===== src/rtl/mpres_prog_pkg.sv =====
`default_nettype none
// ============================================================================
//  Module   : mpres_prog_pkg
//  Purpose  : Shared constants and types for the programmable multi-channel
//             prescaler (channel mode encoding, channel-select width).
//  Revision : 1.0  initial release
// ============================================================================
package mpres_prog_pkg;

    // Width of the channel-select bus on the load interface
    localparam int c_SEL_W = 4;

    // Per-channel output mode
    typedef enum logic {
        MODE_SQUARE = 1'b0,   // D toggles on every terminal count
        MODE_PULSE  = 1'b1    // D follows the one-cycle tick strobe
    } mode_e;

endpackage
`default_nettype wire


===== src/rtl/mpres_chan.sv =====
`default_nettype none
// ============================================================================
//  Module   : mpres_chan
//  Purpose  : One prescaler channel. Counts base ticks up to its divisor and
//             emits a one-cycle tick on the terminal count; D is either a
//             50% square wave (toggles per tick) or a copy of the tick.
//  Ports    : clk_in     - clock (rising edge)
//             rst        - asynchronous active-high reset
//             base_tick  - clock enable from the shared base prescaler
//             ld         - write strobe for this channel (already decoded)
//             div, mode  - divisor / mode written on ld
//             D, tick    - registered channel outputs
//  Revision : 1.0  initial release
// ============================================================================
module mpres_chan
    import mpres_prog_pkg::*;
#(
    parameter int W       = 8,
    parameter int DIV_RST = 0
) (
    input  logic         clk_in,
    input  logic         rst,
    input  logic         base_tick,
    input  logic         ld,
    input  logic [W-1:0] div,
    input  logic         mode,
    output logic         D,
    output logic         tick
);

    logic [W-1:0] r_div;
    logic [W-1:0] r_cnt;
    mode_e        r_mode;
    logic         r_d;
    logic         r_tick;

    always_ff @(posedge clk_in or posedge rst) begin
        if (rst) begin
            r_div  <= W'(DIV_RST);
            r_mode <= MODE_SQUARE;
            r_cnt  <= '0;
            r_d    <= 1'b0;
            r_tick <= 1'b0;
        end else if (ld) begin
            // A write restarts the channel from a clean phase; it wins over a
            // coincident base tick so the new divisor starts counting from 0.
            r_div  <= div;
            r_mode <= mode_e'(mode);
            r_cnt  <= '0;
            r_d    <= 1'b0;
            r_tick <= 1'b0;
        end else if (base_tick) begin
            if (r_cnt >= r_div) begin
                r_cnt  <= '0;
                r_tick <= 1'b1;
                r_d    <= (r_mode == MODE_PULSE) ? 1'b1 : ~r_d;
            end else begin
                r_cnt  <= r_cnt + W'(1);
                r_tick <= 1'b0;
                if (r_mode == MODE_PULSE) begin
                    r_d <= 1'b0;
                end
            end
        end else begin
            // No base tick: counter and square output hold, strobes drop
            r_tick <= 1'b0;
            if (r_mode == MODE_PULSE) begin
                r_d <= 1'b0;
            end
        end
    end

    assign D    = r_d;
    assign tick = r_tick;

endmodule
`default_nettype wire


===== src/rtl/mpres_prog.sv =====
`default_nettype none
// ============================================================================
//  Module   : mpres_prog
//  Purpose  : Programmable multi-channel prescaler. A shared N0-bit base
//             counter produces a base tick every 2^N0 clk_in cycles; each of
//             NCH channels divides that by (div+1) and drives D / tick.
//  Ports    : clk_in  - sole clock
//             rst     - asynchronous active-high reset
//             ena     - base prescaler count enable (freezes all channels)
//             load    - one-cycle divisor write strobe
//             sel     - channel index for load (ignored when >= NCH)
//             div     - divisor for load
//             mode    - 0 = square, 1 = pulse
//             D       - channel outputs (registered)
//             tick    - per-channel one-cycle tick strobes (registered)
//  Revision : 1.0  initial release
// ============================================================================
module mpres_prog
    import mpres_prog_pkg::*;
#(
    parameter int NCH     = 4,
    parameter int N0      = 1,
    parameter int W       = 8,
    parameter int DIV_RST = 0
) (
    input  logic               clk_in,
    input  logic               rst,
    input  logic               ena,
    input  logic               load,
    input  logic [c_SEL_W-1:0] sel,
    input  logic [W-1:0]       div,
    input  logic               mode,
    output logic [NCH-1:0]     D,
    output logic [NCH-1:0]     tick
);

    logic [N0-1:0] r_bcnt;
    logic          w_base_tick;

    always_ff @(posedge clk_in or posedge rst) begin
        if (rst) begin
            r_bcnt <= '0;
        end else if (ena) begin
            r_bcnt <= r_bcnt + N0'(1);
        end
    end

    // Base tick is an enable, not a clock: it is high during the last cycle of
    // each base period so the channels act on the same edge that wraps bcnt.
    assign w_base_tick = ena && (r_bcnt == {N0{1'b1}});

    generate
        for (genvar i = 0; i < NCH; i++) begin : g_chan
            // Decoding against each valid index implicitly ignores sel >= NCH
            logic w_ld;
            assign w_ld = load && (sel == c_SEL_W'(i));

            mpres_chan #(
                .W       (W),
                .DIV_RST (DIV_RST)
            ) u_chan (
                .clk_in    (clk_in),
                .rst       (rst),
                .base_tick (w_base_tick),
                .ld        (w_ld),
                .div       (div),
                .mode      (mode),
                .D         (D[i]),
                .tick      (tick[i])
            );
        end
    endgenerate

endmodule
`default_nettype wire

===== config.mk =====
export PLATFORM = sky130hd
export DESIGN_NAME = mpres_prog
export DESIGN_NICKNAME = d
export VERILOG_FILES = /design/src/rtl/mpres_prog_pkg.sv /design/src/rtl/mpres_chan.sv /design/src/rtl/mpres_prog.sv
export SDC_FILE = /design/constraint.sdc
export NUM_CORES = 1
export LEC_CHECK = 0
export ABC_CLOCK_PERIOD_IN_PS = 2300
export BUFFER_PORTS_ARGS = -buffer_cell sky130_fd_sc_hd__buf_2
export CAP_MARGIN = 0
export CORE_ASPECT_RATIO = 0.6
export CORE_UTILIZATION = 55
export CTS_CLUSTER_SIZE = 16
export DETAILED_ROUTE_END_ITERATION = 16
export GPL_TIMING_DRIVEN = 0
export HOLD_SLACK_MARGIN = 0.15
export PLACE_DENSITY = 0.79
export SETUP_SLACK_MARGIN = 0.1
export SKIP_CTS_REPAIR_TIMING = 1
export SLEW_MARGIN = 10
export SYNTH_ARGS = -nofsm -noshare
export SYNTH_HDL_FRONTEND = slang
export SYNTH_HIERARCHICAL = 1
export SYNTH_SLANG_ARGS = --single-unit

===== constraint.sdc =====
create_clock -name clk_in -period 2.3 [get_ports clk_in]
set_clock_uncertainty 0.15 [all_clocks]
set_input_delay 0.115 -clock clk_in [delete_from_list [all_inputs] [get_ports clk_in]]
set_output_delay 0.115 -clock clk_in [all_outputs]
set_load 0.01 [all_outputs]

==> metrics <==
achievable clock frequency=420 MHz; final critical path time including I/O delays and setup=2.38 ns; cells on worst reg2reg path=7; count of port buffers added during placement=24; Avg Synthesized Cell Area=9.44 um2; final weighted congestion of routability-driven global placement=0.815; antenna fix cells=0; maximum count of clock buffers along a single path=2; violations in the final reports=setup timing; beginning of the worst register-to-register path=g_chan[0].u_chan/r_cnt[0]; detailed-placement wirelength estimate=6810 um; most instantiated cells after synthesis=77 x dfrtp_1, 61 x inv_1, 60 x nand2_1; capture point of the worst reg-to-reg path=g_chan[0].u_chan/r_cnt[2]; number of I/O pins=25; area growth from synthesis to layout=25.9%; detailed-route DRC error count=0; via count of the routed design=3541; number of antenna violations at the first check in global routing=0; Mapped Nets=498; multiplexer share of the synthesized area=1.07%; Synth Area in XOR/XNOR=1.88%; Post-Synth Adder-Cell Area=10.7%; post-synthesis instance area=0.00420 mm2; number of placed instances with taps included=573; global-route wire length before repair=16500 um; cell type with the largest total area after synthesis=dfrtp_1; Most used DFF post-synth=dfrtp_1; CP startpoint=g_chan[0].u_chan/r_cnt[0]; hold-critical path endpoint=g_chan[3].u_chan/r_div[0]; number of clock sinks seen by CTS=77; run status=finished, violations left; fill cell instance count of the final layout=553; area inside the core boundary=0.00733 mm2; Slew headroom=50.1%; distinct cell type count of the synthesized netlist=31; initial cell density of the core=57.3%; clock slew seen by the registers of the worst setup and hold paths=0.06 ns; areal power density over the cells=1250 mW/mm2; Min-Delay Path Class=primary input to flip-flop; TritonCTS clock tree=yes; warning count from the yosys run=6; kind of critical path=flip-flop to flip-flop; Num CTS Buffers=9; number of standard cells after synthesis=445; Die Span X=115 um; synthesized-area fraction occupied by ao, oa, aoi and oai cells=17.9%; number of global-route vias before repair=3411; maximum ir drop on the vdd rail=0.695 mV; endpoints failing setup=4; H-tree level count=3; worst path setup slack after routing=-0.0829 ns; wirelength, routed=10300 um; GRT Resource Usage Total=27.3%; Simple-Gate Fraction of Synth Area=16.4%; Final Hold Slack=0.287 ns; pins over their slew limit=0; HP Start=load; first-iteration detailed-routing DRC count=142; Synth top area share=45.9%; largest family of logic cells by synthesized area=compound AO/OA/AOI/OAI gates; endpoint class of the critical path=flip-flop; data arrival at the endpoint of the critical path=2.47 ns; Routed wire per std cell=16.6 um; Fin. Hold Viols=0; async set-reset flop share out of synthesis=100%; required time reported for the critical path endpoint=2.39 ns; number of stages on the worst hold path=3; total of max-cap violations=0; Critical Path Source Type=flip-flop; via density per instance=5.68; Layout Utilization=72.2%; share of cells above drive strength 1=21.6%; Die Y=69.7 um; Least-Margin Pin Slew=0.747 ns; Detail Route Antenna Nets=0; post-synthesis sequential area ratio=45.9%; unrepaired setup endpoints after global routing=yes; total die area=0.00800 mm2; fin cells=623; # nets final=567; count of flip-flops with a built-in enable after synthesis=0; top cells by area, synth=dfrtp_1 46%, ha_1 11%, o21ai_1 5.7%, inv_1 5.5%, nand2_1 5.4%; Lkg Pwr=2.39 nW; register bit total from synthesis=77; std cell rows=24; latest clock arrival within the worst-skew pair=0.34 ns; most common cell in the netlist=dfrtp_1; number of search-and-repair iterations in the first detailed-routing pass=4; cell at the root of the clock tree=clkbuf_16; Final Cycle Share=104%; final global-route overflow total=0; pin count of the biggest net entering global routing=33; largest driver fanout on the critical path=5; register-to-register path setup slack=-0.08 ns
==> power breakdown <==
part,total [W],internal [W],switching (W)
Clock,0.00173,0.00117,0.000567
Sequential,0.00219,0.00180,0.000394
Combinational,0.00271,0.00128,0.00143
Total,0.00663,0.00424,0.00239
==> how the worst max path moves through the flow <==
stage	slack [ns]	cells past startpoint	endpoint
after global routing	-0.16	8	g_chan[0].u_chan/r_cnt[5]
after floorplan	0.12	7	g_chan[0].u_chan/r_cnt[3]
final	-0.08	7	g_chan[0].u_chan/r_cnt[2]
after detailed placement	-0.13	7	g_chan[1].u_chan/r_cnt[7]
after CTS	-0.17	7	g_chan[3].u_chan/r_cnt[7]
after global placement	-0.09	7	g_chan[3].u_chan/r_cnt[7]
==> per-layer routing <==
| layer | global-route usage [%] | wire length (um) | vias to the layer above | part of all wire (%) |
|---|---|---|---|---|
| met5 | 0 | 0 | - | 0 |
| met4 | 7.79 | 133 | 0 | 1.3 |
| met3 | 6.21 | 439 | 13 | 4.2 |
| met2 | 43.4 | 4890 | 86 | 47 |
| met1 | 37.4 | 4880 | 1766 | 47 |
| li1 | - | - | 1676 | - |
==> logic make-up (layout without fill, tap and decap cells) <==
logic type / count (synthesis) / in the layout
compound gates: 112 / 112
xor+xnor: 9 / 9
fa+ha+maj: 36 / 36
buf+inv: 69 / 143
flops: 77 / 77
mux: 4 / 4
simple gates: 138 / 138
==> cells in the final DEF, fill, tap and decap left out, types with 5 or more instances in the layout <==
cell type      instances
a21oi_1               18
a31oi_1                7
and2_1                12
buf_2                 24
buf_4                 18
clkbuf_1               8
clkbuf_16              9
dfrtp_1               74
dlygate4sd3_1         12
ha_1                  33
inv_1                 58
nand2_1               60
nand3_1               24
nor2_1                12
nor3_2                 7
o21ai_1               45
o31ai_2                6
xor2_1                 5
==> worst max-delay path: stages (launching register included) <==
cell,delay [ns]
dfrtp_2,0.42
inv_2,0.07
ha_4,0.18
nand2b_4,0.12
a2111o_1,0.42
a211oi_4,0.42
nand2_2,0.20
o311ai_2,0.30
==> flip-flops by register name, summed over array words and instances (netlist names) <==
| name | count |
|---|---|
| g_chan.u_chan/D | 4 |
| g_chan.u_chan/r_cnt | 32 |
| g_chan.u_chan/r_div | 32 |
| g_chan.u_chan/r_mode | 4 |
| g_chan.u_chan/tick | 4 |
| r_bcnt | 1 |
==> per-stage QoR <==
stage	setup TNS (ns)	cell area (um2)	power (W)	setup WS, ns
6_report	-0.187	5290	0.00663	-0.0829
5_1_grt	-0.772	5290	0.00709	-0.163
4_1_cts	-1.71	4810	0.00604	-0.170
3_5_place_dp	-1.23	4450	0.00428	-0.125
3_3_place_gp	-0.580	4450	0.00411	-0.0861
2_1_floorplan	0	4200	0.00373	0.120
==> layout make-up <==
| cell class | instances | area (um2) | share of cell area [%] |
|---|---|---|---|
| timing repair buffer | 58 | 420 | 7.95 |
| inverter | 61 | 229 | 4.33 |
| buffer | 8 | 30.0 | 0.568 |
| multi-input combinational | 299 | 2180 | 41.3 |
| tap | 104 | 130 | 2.46 |
| sequential | 77 | 1930 | 36.5 |
| clock buffer | 9 | 225 | 4.26 |
| clock inverter | 7 | 138 | 2.60 |
(Power assumes the default switching activity.)
